===== src/rtl/vga_sync_decoder.sv =====
// Receive-side VGA timing decoder: measures hsync line length and pulse width,
// tracks horizontal lock and recovers per-pixel coordinates on 25 MHz ticks.
module vga_sync_decoder #(
  parameter int unsigned H_TOTAL         = 800,
  parameter int unsigned H_SYNC          = 96,
  parameter int unsigned LOCK_LINES      = 4,
  parameter bit          SYNC_ACTIVE_LOW = 1'b1,
  parameter int unsigned CNT_W           = 10
) (
  input  logic             clk,
  input  logic             rst,
  input  logic             clk_25Mhz,
  input  logic             horizontal_sync,
  input  logic             vertical_sync,
  input  logic             display_sync,
  output logic [CNT_W-1:0] pixel_x,
  output logic [CNT_W-1:0] pixel_y,
  output logic             pixel_valid,
  output logic             line_start,
  output logic [CNT_W-1:0] line_length,
  output logic             h_locked,
  output logic             sync_error
);

  localparam int unsigned TIMEOUT = 2 * H_TOTAL - 1;
  localparam int unsigned GOOD_W  = (LOCK_LINES < 1) ? 1 : $clog2(LOCK_LINES + 1);

  localparam logic [1:0] ST_SEARCH = 2'd0;
  localparam logic [1:0] ST_TRACK  = 2'd1;
  localparam logic [1:0] ST_LOCKED = 2'd2;

  // Counters saturate at all-ones instead of wrapping.
  function automatic logic [CNT_W-1:0] sat_inc(input logic [CNT_W-1:0] v);
    return (v == '1) ? v : v + CNT_W'(1);
  endfunction

  logic             clk25_q, clk25_d;
  logic             h_prev_q, h_prev_d;
  logic             v_prev_q, v_prev_d;
  logic [CNT_W-1:0] h_cnt_q, h_cnt_d;
  logic [CNT_W-1:0] w_cnt_q, w_cnt_d;
  logic             width_ok_q, width_ok_d;
  logic [1:0]       state_q, state_d;
  logic [GOOD_W-1:0] good_q, good_d;
  logic [CNT_W-1:0] disp_cnt_q, disp_cnt_d;
  logic [CNT_W-1:0] y_cnt_q, y_cnt_d;
  logic [CNT_W-1:0] pixel_x_q, pixel_x_d;
  logic [CNT_W-1:0] pixel_y_q, pixel_y_d;
  logic             pixel_valid_q, pixel_valid_d;
  logic             line_start_q, line_start_d;
  logic [CNT_W-1:0] line_length_q, line_length_d;
  logic             h_locked_q, h_locked_d;
  logic             sync_error_q, sync_error_d;

  logic             tick_c;
  logic             h_act_c, v_act_c;
  logic             h_le_c, h_te_c, v_le_c;
  logic [CNT_W-1:0] meas_len_c;
  logic             good_line_c;
  logic [GOOD_W-1:0] good_inc_c;
  logic [CNT_W-1:0] disp_base_c;

  // Tick = rising edge of the divided pixel clock, seen as data on clk.
  assign tick_c  = clk_25Mhz & ~clk25_q;
  assign h_act_c = horizontal_sync ^ SYNC_ACTIVE_LOW;
  assign v_act_c = vertical_sync ^ SYNC_ACTIVE_LOW;
  assign h_le_c  = tick_c & h_act_c & ~h_prev_q;
  assign h_te_c  = tick_c & ~h_act_c & h_prev_q;
  assign v_le_c  = tick_c & v_act_c & ~v_prev_q;

  // Length of the line closed by this LE includes the LE tick itself.
  assign meas_len_c  = h_cnt_q + CNT_W'(1);
  assign good_line_c = (32'(meas_len_c) == H_TOTAL) && width_ok_q;
  assign good_inc_c  = good_q + GOOD_W'(1);

  always_comb begin
    clk25_d       = clk_25Mhz;
    h_prev_d      = h_prev_q;
    v_prev_d      = v_prev_q;
    h_cnt_d       = h_cnt_q;
    w_cnt_d       = w_cnt_q;
    width_ok_d    = width_ok_q;
    state_d       = state_q;
    good_d        = good_q;
    disp_cnt_d    = disp_cnt_q;
    y_cnt_d       = y_cnt_q;
    pixel_x_d     = pixel_x_q;
    pixel_y_d     = pixel_y_q;
    pixel_valid_d = 1'b0;
    line_start_d  = 1'b0;
    line_length_d = line_length_q;
    sync_error_d  = 1'b0;
    disp_base_c   = disp_cnt_q;

    if (tick_c) begin
      h_prev_d = h_act_c;
      v_prev_d = v_act_c;

      if (h_le_c) begin
        h_cnt_d       = '0;
        w_cnt_d       = CNT_W'(1);
        line_start_d  = 1'b1;
        line_length_d = meas_len_c;
        disp_base_c   = '0;
        disp_cnt_d    = '0;
        if (disp_cnt_q != '0) begin
          y_cnt_d = sat_inc(y_cnt_q);
        end

        case (state_q)
          ST_SEARCH: begin
            state_d = ST_TRACK;
            good_d  = '0;
          end
          ST_TRACK: begin
            if (good_line_c) begin
              good_d = good_inc_c;
              if (32'(good_inc_c) >= LOCK_LINES) begin
                state_d = ST_LOCKED;
              end
            end else begin
              good_d       = '0;
              sync_error_d = 1'b1;
            end
          end
          ST_LOCKED: begin
            if (!good_line_c) begin
              state_d      = ST_TRACK;
              good_d       = '0;
              sync_error_d = 1'b1;
            end
          end
          default: begin
            state_d = ST_SEARCH;
            good_d  = '0;
          end
        endcase
      end else begin
        h_cnt_d = sat_inc(h_cnt_q);
        if (h_act_c) begin
          w_cnt_d = sat_inc(w_cnt_q);
        end
        if (h_te_c) begin
          width_ok_d = (32'(w_cnt_q) == H_SYNC);
        end
        // Lost hsync: drop back to SEARCH silently.
        if ((state_q != ST_SEARCH) && (32'(h_cnt_d) >= TIMEOUT)) begin
          state_d = ST_SEARCH;
          good_d  = '0;
        end
      end

      // Frame start overrides any row advance from the same tick.
      if (v_le_c) begin
        y_cnt_d = '0;
      end

      if (display_sync) begin
        pixel_x_d     = disp_base_c;
        pixel_y_d     = y_cnt_d;
        disp_cnt_d    = sat_inc(disp_base_c);
        pixel_valid_d = (state_q == ST_LOCKED);
      end
    end

    h_locked_d = (state_d == ST_LOCKED);
  end

  always_ff @(posedge clk or posedge rst) begin
    if (rst) begin
      clk25_q       <= 1'b0;
      h_prev_q      <= 1'b0;
      v_prev_q      <= 1'b0;
      h_cnt_q       <= '0;
      w_cnt_q       <= '0;
      width_ok_q    <= 1'b0;
      state_q       <= ST_SEARCH;
      good_q        <= '0;
      disp_cnt_q    <= '0;
      y_cnt_q       <= '0;
      pixel_x_q     <= '0;
      pixel_y_q     <= '0;
      pixel_valid_q <= 1'b0;
      line_start_q  <= 1'b0;
      line_length_q <= '0;
      h_locked_q    <= 1'b0;
      sync_error_q  <= 1'b0;
    end else begin
      clk25_q       <= clk25_d;
      h_prev_q      <= h_prev_d;
      v_prev_q      <= v_prev_d;
      h_cnt_q       <= h_cnt_d;
      w_cnt_q       <= w_cnt_d;
      width_ok_q    <= width_ok_d;
      state_q       <= state_d;
      good_q        <= good_d;
      disp_cnt_q    <= disp_cnt_d;
      y_cnt_q       <= y_cnt_d;
      pixel_x_q     <= pixel_x_d;
      pixel_y_q     <= pixel_y_d;
      pixel_valid_q <= pixel_valid_d;
      line_start_q  <= line_start_d;
      line_length_q <= line_length_d;
      h_locked_q    <= h_locked_d;
      sync_error_q  <= sync_error_d;
    end
  end

  assign pixel_x     = pixel_x_q;
  assign pixel_y     = pixel_y_q;
  assign pixel_valid = pixel_valid_q;
  assign line_start  = line_start_q;
  assign line_length = line_length_q;
  assign h_locked    = h_locked_q;
  assign sync_error  = sync_error_q;

endmodule


===== config.mk =====
export PLATFORM = sky130hd
export DESIGN_NAME = vga_sync_decoder
export DESIGN_NICKNAME = d
export VERILOG_FILES = /design/src/rtl/vga_sync_decoder.sv
export SDC_FILE = /design/constraint.sdc
export NUM_CORES = 1
export LEC_CHECK = 0
export CAP_MARGIN = 30
export CORE_ASPECT_RATIO = 1.4
export CORE_UTILIZATION = 40
export DETAILED_ROUTE_END_ITERATION = 8
export SYNTH_ARGS = -nofsm -noshare
export SYNTH_HDL_FRONTEND = slang
export SYNTH_SLANG_ARGS = --single-unit

===== constraint.sdc =====
create_clock -name clk -period 5.95 [get_ports clk]
set_clock_uncertainty 0.2 [all_clocks]
set_input_delay 0.595 -clock clk [delete_from_list [all_inputs] [get_ports clk]]
set_output_delay 0.595 -clock clk [all_outputs]
set_load 0.05 [all_outputs]

# Word level (Yosys, flattened, before mapping)
# Index checks and enable logic that the tools add are counted.
[totals]
romBits = 0
ramBits = 0
latchBits = 0
in_bits = 6
memories = 0
register_bits = 83
[classes]
mux = 30
eq_ne = 13
n_div = 0
reduce_logical = 10
n_addsub = 5
multipliers = 0
bitwise_logic = 13
shifts = 0
magnitude_cmp = 1
[op_table]
columns = ["cell", "n"]
rows = [
  ["$mux 10", 13],
  ["$eq 10x10->1 const B", 5],
  ["$add 10x1->10 const B", 4],
  ["$eq 10x7->1 const B", 1],
  ["$mux 2", 5],
  ["$reduce_bool 10->1", 1],
  ["$reduce_and 3->1", 3],
  ["$mux 1", 8],
  ["$and 1x1->1", 7],
  ["$mux 3", 2],
  ["$ne 2x2->1 const B", 3],
  ["$not 1->1", 6],
  ["$pmux 2 s3", 1],
  ["$pmux 3 s2", 1],
  ["$reduce_and 2->1", 3],
  ["$eq 2x2->1 const B", 2],
  ["$add 3x1->3 const B", 1],
  ["$ge 3x3->1 const B", 1],
  ["$eq 2x1->1 const B", 1],
  ["$logic_not 2->1", 1],
  ["$ne 2x1->1 const B", 1],
  ["$reduce_or 2->1", 1],
  ["$logic_and 1x1->1", 1],
]

# Longest topological paths before layout
[depth]
depth_word = 9
mapped_depth = 12

# Worst setup path before layout
# No wires, ideal clock.
[synth_path]
kind = "input port to flip-flop"
start = "input port horizontal_sync"
end = "register disp_cnt_q[5]"
n_path_buf = 2
cell_stages = 11
arrival_time_ps = 2579
t_required_ps = 5626
setup_time_ps = 124
setup_slack_ps = 3047
path_cell_list = "or4b_4 buf_2 clkbuf_1 nand2_1 inv_1 ha_1 nand3_1 nor4_1 a31oi_2 nand4_1 xor2_1"
[synth_via]
elab_chain_len = 8
elab_cells_between_ends = 9
classes_between = "add/sub (1); eq/ne (1); mux (4); bitwise (3)"
[synth_rtl]
columns = ["item", "line", "text"]
rows = [
  ["start: declaration", "13", "input logic horizontal_sync,"],
  ["$not 1->1 (no source line) (*)", "--", ""],
  ["$and 1x1->1 (*) (2 in a row)", "67", "assign h_le_c = tick_c & h_act_c & ~h_prev_q;"],
  ["$mux 10 (*)", "99", "if (h_le_c) begin"],
  ["$mux 10", "95", "if (tick_c) begin"],
  ["$add 10x1->10 / $eq 10x10->1 (equally long branches)", "34", "return (v == '1) ? v : v + CNT_W'(1);"],
  ["$mux 10", "34", ""],
  ["$mux 10 (*)", "158", "if (display_sync) begin"],
  ["end signal: assignment", "197", "disp_cnt_q <= disp_cnt_d;"],
  ["end: declaration", "45", "logic [CNT_W-1:0] disp_cnt_q, disp_cnt_d;"],
]
# Mark *: on every way between the ends. The rest lies on a longest branch, timed or not. The select of a mux whose other input is x is not followed.
# A chain may end at the register's enable or synchronous reset.

# Final worst setup path
[layout_path]
start = "input port clk_25Mhz"
end = "register disp_cnt_q[4]"
[layout_via]
elab_chain_len = 8
elab_cells_between_ends = 9
classes_between = "add/sub (1); eq/ne (1); mux (4); bitwise (3)"
[layout_rtl]
columns = ["item", "line", "text"]
rows = [
  ["start: declaration", "12", "input logic clk_25Mhz,"],
  ["$and 1x1->1 (*)", "64", "assign tick_c = clk_25Mhz & ~clk25_q;"],
  ["$and 1x1->1 (2 in a row)", "67", ""],
  ["$mux 10", "99", ""],
  ["$mux 10", "95", ""],
  ["$add 10x1->10 / $eq 10x10->1 (equally long branches)", "34", ""],
  ["$mux 10", "34", ""],
  ["$mux 10", "158", ""],
]
# Marks and branches as above.

==> out/results.tsv <==
stage	metric	value	unit
timing	period utilization	57.6	%
placement	I/O Buffers	39	
drt	Remaining DRCs	0	
cells_and_area	layout cells sized above 1	6.45	%
pwr	sw power	0.000639	W
pwr	sequential share of power	41.8	%
yosys	Post-Synthesis Cells	430	
critical_path	Setup crit end kind	flip-flop	
die	CORE AREA	9950	um2
clock_tree	Sinks on Clock Net	83	
clock_tree	maximum buffer depth of the clock tree	2	
placement	GPL Wtd Cong	0.785	
drt	final WL	8500	um
cells_and_area	Inserted Diodes	0	
cells_and_area	register area	2080	um2
drt	Initial DRC Count	218	
critical_path	Crit Path Class	input port to flip-flop	
timing	# setup viols final	0	
worst_hold_path	Hold Crit Depth	2	
status	status	complete, no violations	
clock_tree	H-tree levels	3	
die	Top-Level Pins	40	
drt	routed len/inst	14.2	um
placement	HPWL Detailed	5910	um
pwr	switching part of the total	35.8	%
clock_tree	Clock transition at path regs	0.06	ns
yosys	average size of a mapped cell	9.56	um2
cells_and_area	Nets	477	
die	Chip Width	87.7	um
pwr	P_leak	2.10	nW
yosys	Synthesized Nets	447	
yosys	Yosys warning total	0	
cells_and_area	Area Growth Syn to Fin	19.4	%
pwr	Comb pwr share	26.2	%
critical_path	crit path DAT	3.42	ns
global_routing	first-pass GRT wire length	14800	um
cells_and_area	commonest non-fill, non-tap cell in the layout	dfrtp_1	
cells_and_area	footprint of the multi-input gates	1890	um2
yosys	flops & latches, synth	83	
clock_tree	Root Buffer	clkbuf_16	
clock_tree	CTS Hold Buffers Added	0	
global_routing	initial antenna violation count	0	
clock_tree	TritonCTS clock tree	yes	
global_routing	gr ovfl total	0	
timing	Slew Limit Fails	0	
cells_and_area	design area	4910	um2
cells_and_area	commonest non-fill, non-tap cells in the layout	dfrtp_1 (83), nand2_1 (61), o21ai_0 (41)	
clock_tree	post-CTS resize count	0	
die	# rows	43	
drt	post-route ant nets	0	
drt	post-DR vias/cell	5.36	
timing	worst hold margin	0.275	ns
die	Initial Util	41.3	%
timing	TNS Setup	0	ns
yosys	Synth cell types	51	
placement	Place WS	2.17	ns
critical_path	crit start category	input port	
drt	TritonRoute pass-1 iters	4	
global_routing	Tot GR Track Use	17.9	%
critical_path	reg2reg start	h_prev_q	
critical_path	CP Data Required Time	5.94	ns
pwr	Int Pwr	0.00115	W
cells_and_area	Fillers	939	
pwr	peak supply drop	0.210	mV
yosys	Post-synth top flop	dfrtp_1	
timing	actual slew at the worst max-slew pin	0.906	ns
flow_run	Max Cap Viol	0	
pwr	clock power share	32.0	%
drt	via count	3218	
critical_path	r2r setup slk	2.76	ns
critical_path	critical path endpoint	disp_cnt_q[4]	
timing	Slew headroom	39.4	%
worst_hold_path	Hold Path Class	flip-flop to flip-flop	
die	Die H	122	um
timing	fin crit period	3.43	ns
timing	fmax	0.292	GHz
global_routing	pin count of the biggest net entering global routing	61	
placement	post-placement cell area	4600	um2
yosys	sequential area share after synthesis	50.5	%
placement	Cells after DPL	584	
critical_path	crit path launch	clk_25Mhz	
timing	final hold violation count	0	
clock_tree	Setup Buffers After CTS	0	
critical_path	R2R cell count	7	
critical_path	Worst R2R End	disp_cnt_q[4]	
cells_and_area	non-filler cells, final	600	
critical_path	Critical Path Fanout Max	40	
timing	setup ws final	2.52	ns
clock_tree	CTS Buf Count	9	
yosys	Cell Area, Synth	4110	um2
timing	RSZ-0062 raised after global routing	no	
global_routing	vias in the first global route	3183	
die	die area	10700	um2
yosys	Synth async-reset ratio	100	%
clock_tree	worst skew pair latency	0.34	ns
yosys	Post-synth EDFFs	0	
pwr	Pwr per Cell Area	364	nW/um2
## registers in the layout, indices dropped and copies added (netlist names), 2 cells and up
register / flops
disp_cnt_q: 10
good_q: 3
h_cnt_q: 10
line_length: 10
pixel_x: 10
pixel_y: 10
state_q: 2
w_cnt_q: 10
y_cnt_q: 10
## critical path, stage by stage
cell and delay (ns):
clkdlybuf4s50_1 0.51, or4b_4 0.69, inv_1 0.67, nor4_1 0.18
a31oi_2 0.41, nand2b_1 0.13, xnor2_1 0.16, nor2_1 0.06
## through the flow
stage,total power (W),utilization (%)
2_1_floorplan,0.00108,-
3_3_place_gp,0.00122,46.2
3_5_place_dp,0.00123,46.2
4_1_cts,0.00181,49.3
5_1_grt,0.00188,49.3
6_report,0.00179,49.3
## per-layer routing
layer	share of wire, %	vias up	track usage, %
met5	0	-	0
met4	2.8	0	9.63
met3	2.7	16	3.25
met2	49	62	28.6
met1	46	1565	22.8
li1	-	1575	-
## worst min-delay path by stage
| stage | startpoint | endpoint |
|---|---|---|
| floorplan | width_ok_q | width_ok_q |
| global placement | width_ok_q | width_ok_q |
| detailed placement | pixel_y[6] | pixel_y[6] |
| CTS | pixel_y[6] | pixel_y[6] |
| global route | pixel_y[8] | pixel_y[8] |
| finish | pixel_y[6] | pixel_y[6] |
## Yosys cell counts (2+ instances only)
library cell | number | area, um2
a21o_1 | 3 | 22.5
a21oi_1 | 11 | 55.1
a22o_1 | 7 | 61.3
a311oi_1 | 2 | 17.5
a31o_2 | 2 | 17.5
a31oi_1 | 8 | 50.1
and2_1 | 2 | 12.5
and3_1 | 8 | 50.1
and4_1 | 4 | 35.0
buf_1 | 2 | 7.51
buf_2 | 5 | 25.0
clkbuf_1 | 15 | 56.3
dfrtp_1 | 83 | 2080
ha_1 | 11 | 138
inv_1 | 14 | 52.6
mux2i_1 | 3 | 30.0
nand2_1 | 61 | 229
nand2b_1 | 8 | 50.1
nand3_1 | 15 | 75.1
nand4_1 | 11 | 68.8
nor2_1 | 36 | 135
nor2b_1 | 2 | 12.5
nor3_1 | 9 | 45.0
nor4_1 | 6 | 37.5
o211ai_1 | 2 | 15.0
o21ai_0 | 41 | 205
o21ai_1 | 3 | 15.0
o31ai_1 | 7 | 52.6
or3_1 | 4 | 25.0
xnor2_1 | 13 | 114
xor2_1 | 12 | 105
## power by group through the flow
stage / registers (W) / logic, W / clock network [W]
floorplan: 0.000854 / 0.000226 / 0
global placement: 0.000753 / 0.000462 / 0
detailed placement: 0.000756 / 0.000470 / 0
CTS: 0.000746 / 0.000472 / 0.000588
global route: 0.000762 / 0.000512 / 0.000610
finish: 0.000746 / 0.000468 / 0.000572
## kinds of logic (layout without fill, tap and decap cells)
family | after synthesis | after routing | synth area share, %
AO/OA/AOI/OAI | 95 | 95 | 15.0
flip-flops | 83 | 83 | 50.5
buffers and inverters | 36 | 71 | 3.44
XOR/XNOR | 25 | 25 | 5.33
adder cells (fa/ha/maj) | 11 | 11 | 3.35
multiplexers | 4 | 4 | 1.00
AND/OR/NAND/NOR | 176 | 176 | 21.3
## layout make-up
class | count | area share, %
flip-flops and latches | 83 | 42.3
multi-input cells | 311 | 38.6
repair buffers | 41 | 8.26
clock buffers | 9 | 4.59
well taps | 135 | 3.44
clock inverters | 7 | 1.71
inverters | 14 | 1.10
Note: power is estimated with default switching activity, not from simulation.
